**config.mk**
```make
export PLATFORM = sky130hd
export DESIGN_NAME = uart_tx_feeder
export DESIGN_NICKNAME = d
export VERILOG_FILES = /design/src/rtl/uart_tx_feeder.sv
export SDC_FILE = /design/constraint.sdc
export NUM_CORES = 1
export LEC_CHECK = 0
export CELL_PAD_IN_SITES_DETAIL_PLACEMENT = 0
export CELL_PAD_IN_SITES_GLOBAL_PLACEMENT = 1
export CORE_MARGIN = 3
export CORE_UTILIZATION = 40
export DETAILED_ROUTE_END_ITERATION = 8
export HOLD_SLACK_MARGIN = 0.06
export PLACE_DENSITY = 0.73
export SYNTH_ARGS = -nofsm -noshare
export SYNTH_HDL_FRONTEND = slang
export SYNTH_SLANG_ARGS = --single-unit
```
**constraint.sdc**
```tcl
create_clock -name clk -period 4.7 [get_ports clk]
set_clock_uncertainty 0.1 [all_clocks]
set_input_delay 0.94 -clock clk [delete_from_list [all_inputs] [get_ports clk]]
set_output_delay 0.94 -clock clk [all_outputs]
set_load 0.1 [all_outputs]
```
**src/rtl/uart_tx_feeder.sv**
```systemverilog
// Byte FIFO and busy-handshake feeder in front of transmitter_core.
// Ports: clk/reset, wr_en/wr_data/clear_error in, full/empty/count/overflow out, busy in, start_transmission/parallel_data out.
module uart_tx_feeder #(
  parameter int NO_OF_DATABITS  = 8,
  parameter int FIFO_DEPTH_LOG2 = 4
) (
  input  logic                       clk,
  input  logic                       reset,
  input  logic                       wr_en,
  input  logic [NO_OF_DATABITS-1:0]  wr_data,
  input  logic                       clear_error,
  output logic                       full,
  output logic                       empty,
  output logic [FIFO_DEPTH_LOG2:0]   count,
  output logic                       overflow,
  input  logic                       busy,
  output logic                       start_transmission,
  output logic [NO_OF_DATABITS-1:0]  parallel_data
);

  localparam int DW    = NO_OF_DATABITS;
  localparam int AW    = FIFO_DEPTH_LOG2;
  localparam int DEPTH = 2 ** AW;
  localparam logic [AW:0]   CNT_FULL = (AW + 1)'(DEPTH);
  localparam logic [AW:0]   CNT_ONE  = (AW + 1)'(1);
  localparam logic [AW-1:0] PTR_ONE  = AW'(1);

  typedef enum logic [1:0] {
    IDLE,
    LOAD,
    WAIT_BUSY,
    WAIT_DONE
  } state_e;

  logic [DW-1:0] mem_q [DEPTH];

  logic [AW-1:0] wr_ptr_q, wr_ptr_d;
  logic [AW-1:0] rd_ptr_q, rd_ptr_d;
  logic [AW:0]   count_q, count_d;
  logic          full_q, full_d;
  logic          empty_q, empty_d;
  logic          ovf_q, ovf_d;
  logic          start_q, start_d;
  logic [DW-1:0] pdata_q, pdata_d;
  state_e        state_q, state_d;

  logic wr_acc;
  logic drop;
  logic pop;

  assign wr_acc = wr_en & ~full_q;
  assign drop   = wr_en & full_q;

  // FSM: pop only from IDLE, start held through LOAD and WAIT_BUSY
  always_comb begin
    state_d = state_q;
    pop     = 1'b0;
    unique case (state_q)
      IDLE: begin
        if (!empty_q) begin
          pop     = 1'b1;
          state_d = LOAD;
        end
      end
      LOAD: begin
        state_d = WAIT_BUSY;
      end
      WAIT_BUSY: begin
        if (busy) begin
          state_d = WAIT_DONE;
        end
      end
      WAIT_DONE: begin
        if (!busy) begin
          state_d = IDLE;
        end
      end
      default: begin
        state_d = IDLE;
      end
    endcase
  end

  // start is registered from the next state so it is glitch-free
  assign start_d = (state_d == LOAD) | (state_d == WAIT_BUSY);

  always_comb begin
    wr_ptr_d = wr_ptr_q;
    rd_ptr_d = rd_ptr_q;
    pdata_d  = pdata_q;
    count_d  = count_q;
    if (wr_acc) begin
      wr_ptr_d = wr_ptr_q + PTR_ONE;
    end
    if (pop) begin
      rd_ptr_d = rd_ptr_q + PTR_ONE;
      pdata_d  = mem_q[rd_ptr_q];
    end
    unique case ({wr_acc, pop})
      2'b10:   count_d = count_q + CNT_ONE;
      2'b01:   count_d = count_q - CNT_ONE;
      default: count_d = count_q;
    endcase
  end

  assign full_d  = (count_d == CNT_FULL);
  assign empty_d = (count_d == '0);

  // a dropped write outranks a simultaneous clear
  always_comb begin
    ovf_d = ovf_q;
    if (drop) begin
      ovf_d = 1'b1;
    end else if (clear_error) begin
      ovf_d = 1'b0;
    end
  end

  always_ff @(posedge clk) begin
    if (wr_acc) begin
      mem_q[wr_ptr_q] <= wr_data;
    end
  end

  always_ff @(posedge clk or negedge reset) begin
    if (!reset) begin
      state_q  <= IDLE;
      wr_ptr_q <= '0;
      rd_ptr_q <= '0;
      count_q  <= '0;
      full_q   <= 1'b0;
      empty_q  <= 1'b1;
      ovf_q    <= 1'b0;
      start_q  <= 1'b0;
      pdata_q  <= '0;
    end else begin
      state_q  <= state_d;
      wr_ptr_q <= wr_ptr_d;
      rd_ptr_q <= rd_ptr_d;
      count_q  <= count_d;
      full_q   <= full_d;
      empty_q  <= empty_d;
      ovf_q    <= ovf_d;
      start_q  <= start_d;
      pdata_q  <= pdata_d;
    end
  end

  assign full               = full_q;
  assign empty              = empty_q;
  assign count              = count_q;
  assign overflow           = ovf_q;
  assign start_transmission = start_q;
  assign parallel_data      = pdata_q;

endmodule

```
==> flow_summary_export.csv <==
group,metric,value,unit
sta,slew_violations,0,
floorplanning,core,14860,um2
floorplanning,die_x,130.7,um
clock_network,worstSkewPairLatency,420,ps
grt,grt.total_usage,0.1475,
worst_setup_path,crit_arrival,3780,ps
pwr,ir_worst_vdd,0.3312,mV
synthesis,synthMuxAreaShare,0.1467,
sta,final-setup-viol-count,0,
clock_network,tritoncts,"yes",
synthesis,yosys.area.top_type,"edfxtp_1",
floorplanning,die_area,17080,um2
detailed_routing,ant_nets,0,
grt,grt_antenna_before_repair,0,
synthesis,synthAdderAreaFrac,0.01408,
finish,fin_cells,560,
sta,relSlewSlack,0.3488,
place,port_buffers,29,
sta,max_freq,282.2,MHz
finish,area_delta_synth_final,17.22,%
worst_setup_path,worst-r2r-setup-slack,1660,ps
sta,finalHoldViolCount,0,
worst_setup_path,critPathSlowestCell,"nor2b_1",
min_path,holdCritPathClass,"register to register",
clock_network,cts_resized,0,
clock_network,clk_pin_slew,50,ps
clock_network,cts_setup_buffers,0,
finish,fill_cells,1211,
synthesis,synth_warnings,0,
synthesis,synth_cell_types,38,
finish,layout-drive-gt1-share,0.2021,
grt,grt_pass1_vias,3145,
finish,num_antenna_cells,0,
worst_setup_path,slowest_delay,480,ps
detailed_routing,drc,0,
detailed_routing,drt-total-wl,11270,um
sta,rsz0062_at_grt,"no",
detailed_routing,avgRoutedWirePerCell,20.13,um
clock_network,cts_sinks,155,
sta,tightest_slew,973.7,ps
synthesis,synth_area,6220,um2
clock_network,clock_path_buffers,2,
synthesis,syn_inst,329,
clock_network,htree_levels,4,
place,dpl.hpwl,7317,um
worst_setup_path,critPathMaxFanout,9,
floorplanning,die_y,130.7,um
grt,grt-ovfl-total,0,
pwr,finalPower,5025,uW
floorplanning,io_pins,30,
synthesis,synth_top_family_by_area,"multiplexers",
detailed_routing,num_vias,2968,
sta,tns,0,ps
clock_network,root_buffer,"clkbuf_16",
synthesis,avgSynthCellArea,18.90,um2
grt,grt_pass1_wl,18200,um
worst_setup_path,cp-end-kind,"register",
synthesis,ys_seq_elements,155,
worst_setup_path,path_class,"input pin to register",
detailed_routing,drtIter0Drc,218,
synthesis,yosys.area_share.simple,0.06297,
grt,grt_start_max_net_pins,36,
pwr,p_per_area,689.2,nW/um2
clock_network,cts_hold_buffers,0,
detailed_routing,firstDrtPassIters,4,
worst_setup_path,worst_setup_path_start_kind,"input pin",
synthesis,synth.area.top_cells,"edfxtp_1 (62%), mux4_2 (14%), dfrtp_1 (10%), nand2_1 (2.2%), and2_1 (1.6%)",
worst_setup_path,cp.required,4940,ps
clock_network,cts_made_buffers,17,
worst_setup_path,crit_chain,"clkdlybuf4s50_1 > nor2b_1 > inv_1 > nand2_4 > xnor2_1 > ha_1 > a21oi_1 > xor2_1 > or4b_1 > a31o_1 > nor3b_2",
sta,post-route-min-period,3544,ps
place,dp.cells,528,
synthesis,synth_xor_xnor_area_share,0.01690,
status,status,"finished clean",
floorplanning,initial_utilization,0.4184,
synthesis,ys_seq_area_frac,0.7268,
place,place.gp.congestion,0.7186,
sta,finalCritPeriodShare,0.7540,
finish,fin_nets,383,
pwr,p_leak,0.002477,uW
worst_setup_path,cpLargestDelayFamily,"simple AND/OR/NAND/NOR gates",
detailed_routing,viasPerCell,5.300,
job,cap_violations,0,
synthesis,syn-num-nets,349,
worst_setup_path,path_buf_inv,2,
synthesis,synth_top_area_share,0.6180,
floorplanning,rows,44,
synthesis,synth_compound_area_frac,0.01549,
-- worst min-delay path: cells and delay by family, from the launching register on --
| kind | cells | cell delay [ps] |
|---|---|---|
| AND/OR/NAND/NOR | 2 | 100 |
| flip-flops | 1 | 350 |
-- final timing paths --
kind | start | end | cells past startpoint
max reg2reg | empty$_DFF_PN1_ | full$_DFF_PN0_ | 10
max in group asynchronous | reset | empty$_DFF_PN1_ | 2
min in group asynchronous | reset | parallel_data[3]$_DFFE_PN0P_ | 2
min | parallel_data[1]$_DFFE_PN0P_ | parallel_data[1]$_DFFE_PN0P_ | 2
max | wr_en | full$_DFF_PN0_ | 11
min reg2reg | parallel_data[1]$_DFFE_PN0P_ | parallel_data[1]$_DFFE_PN0P_ | 2
-- logic make-up (layout without fill, tap and decap cells) --
| group | Yosys count | count (layout) |
|---|---|---|
| mux | 41 | 41 |
| flops | 155 | 155 |
| simple gates | 76 | 76 |
| compound gates | 16 | 16 |
| xor+xnor | 12 | 12 |
| buf+inv | 22 | 69 |
| fa+ha+maj | 7 | 7 |
-- power by group --
part	internal [uW]	switching (uW)
Combinational	658	972
Clock	880	514
Sequential	1720	283
-- cell usage after synthesis --
library cell / number
nor3b_2: 1
buf_1: 1
dfrtp_1: 26
o21bai_1: 1
nand4_1: 2
a31oi_1: 1
nand4b_1: 1
a21boi_0: 1
mux2_2: 1
and3_1: 1
or3b_2: 1
or4b_1: 1
mux4_2: 40
xor2_1: 3
nor2_1: 6
or4_1: 1
edfxtp_1: 128
or2b_1: 1
buf_2: 3
xnor2_1: 9
inv_1: 5
nand2_1: 36
o21ai_0: 7
clkinv_8: 1
and2_1: 16
nor3_1: 3
nor2b_1: 2
o211ai_1: 1
ha_1: 7
buf_6: 1
dfstp_2: 1
or3_1: 1
o31a_1: 1
a31o_1: 1
nor3b_1: 2
a21oi_1: 3
nand2_4: 1
clkbuf_1: 11
-- metrics by stage --
| stage | hold WS, ps | worst slack, ps | util | area [um2] |
|---|---|---|---|---|
| 6_report | 381.2 | 1156 | 0.4905 | 7291 |
| 5_1_grt | 402.7 | 837.7 | 0.4905 | 7291 |
| 4_1_cts | 390.3 | 1156 | 0.4905 | 7291 |
| 3_5_place_dp | 373.9 | 731.4 | 0.4498 | 6686 |
| 3_3_place_gp | 373.0 | 799.1 | 0.4498 | 6686 |
| 2_1_floorplan | 393.0 | 1513 | - | 6220 |
-- layer usage --
metal	up-vias	part of all wire	track usage
li1	1354	-	-
met1	1538	0.43	0.2011
met4	0	0.016	0.06352
met5	-	0	0
met3	9	0.044	0.03293
met2	67	0.51	0.2309
-- cell usage in the layout (no fill, tap or decap), types with 7 or more instances in the layout --
cell             Yosys  final
xnor2_1              9      9
ha_1                 7      7
mux4_2              40     40
dfrtp_1             26     24
clkbuf_16            0     17
edfxtp_1           128    128
clkdlybuf4s50_1      0     29
and2_1              16     16
nand2_1             36     36
o21ai_0              7      7
-- final cells by class --
type / instances / area, um2 / area share
sequential: 155 / 4523 / 0.6204
multi-input combinational: 152 / 1593 / 0.2185
clock buffer: 18 / 429.2 / 0.05886
timing repair buffer: 31 / 305.3 / 0.04187
tap: 184 / 230.2 / 0.03158
clock inverter: 14 / 175.2 / 0.02403
inverter: 6 / 35.03 / 0.004805
-- registers in the layout (all words and copies together) (netlist names) --
name / count
mem_q: 128
parallel_data: 8
count: 5
rd_ptr_q: 4
wr_ptr_q: 4
state_q: 2
empty: 1
full: 1
overflow: 1
start_transmission: 1
Note: power is estimated with default switching activity, not from simulation.
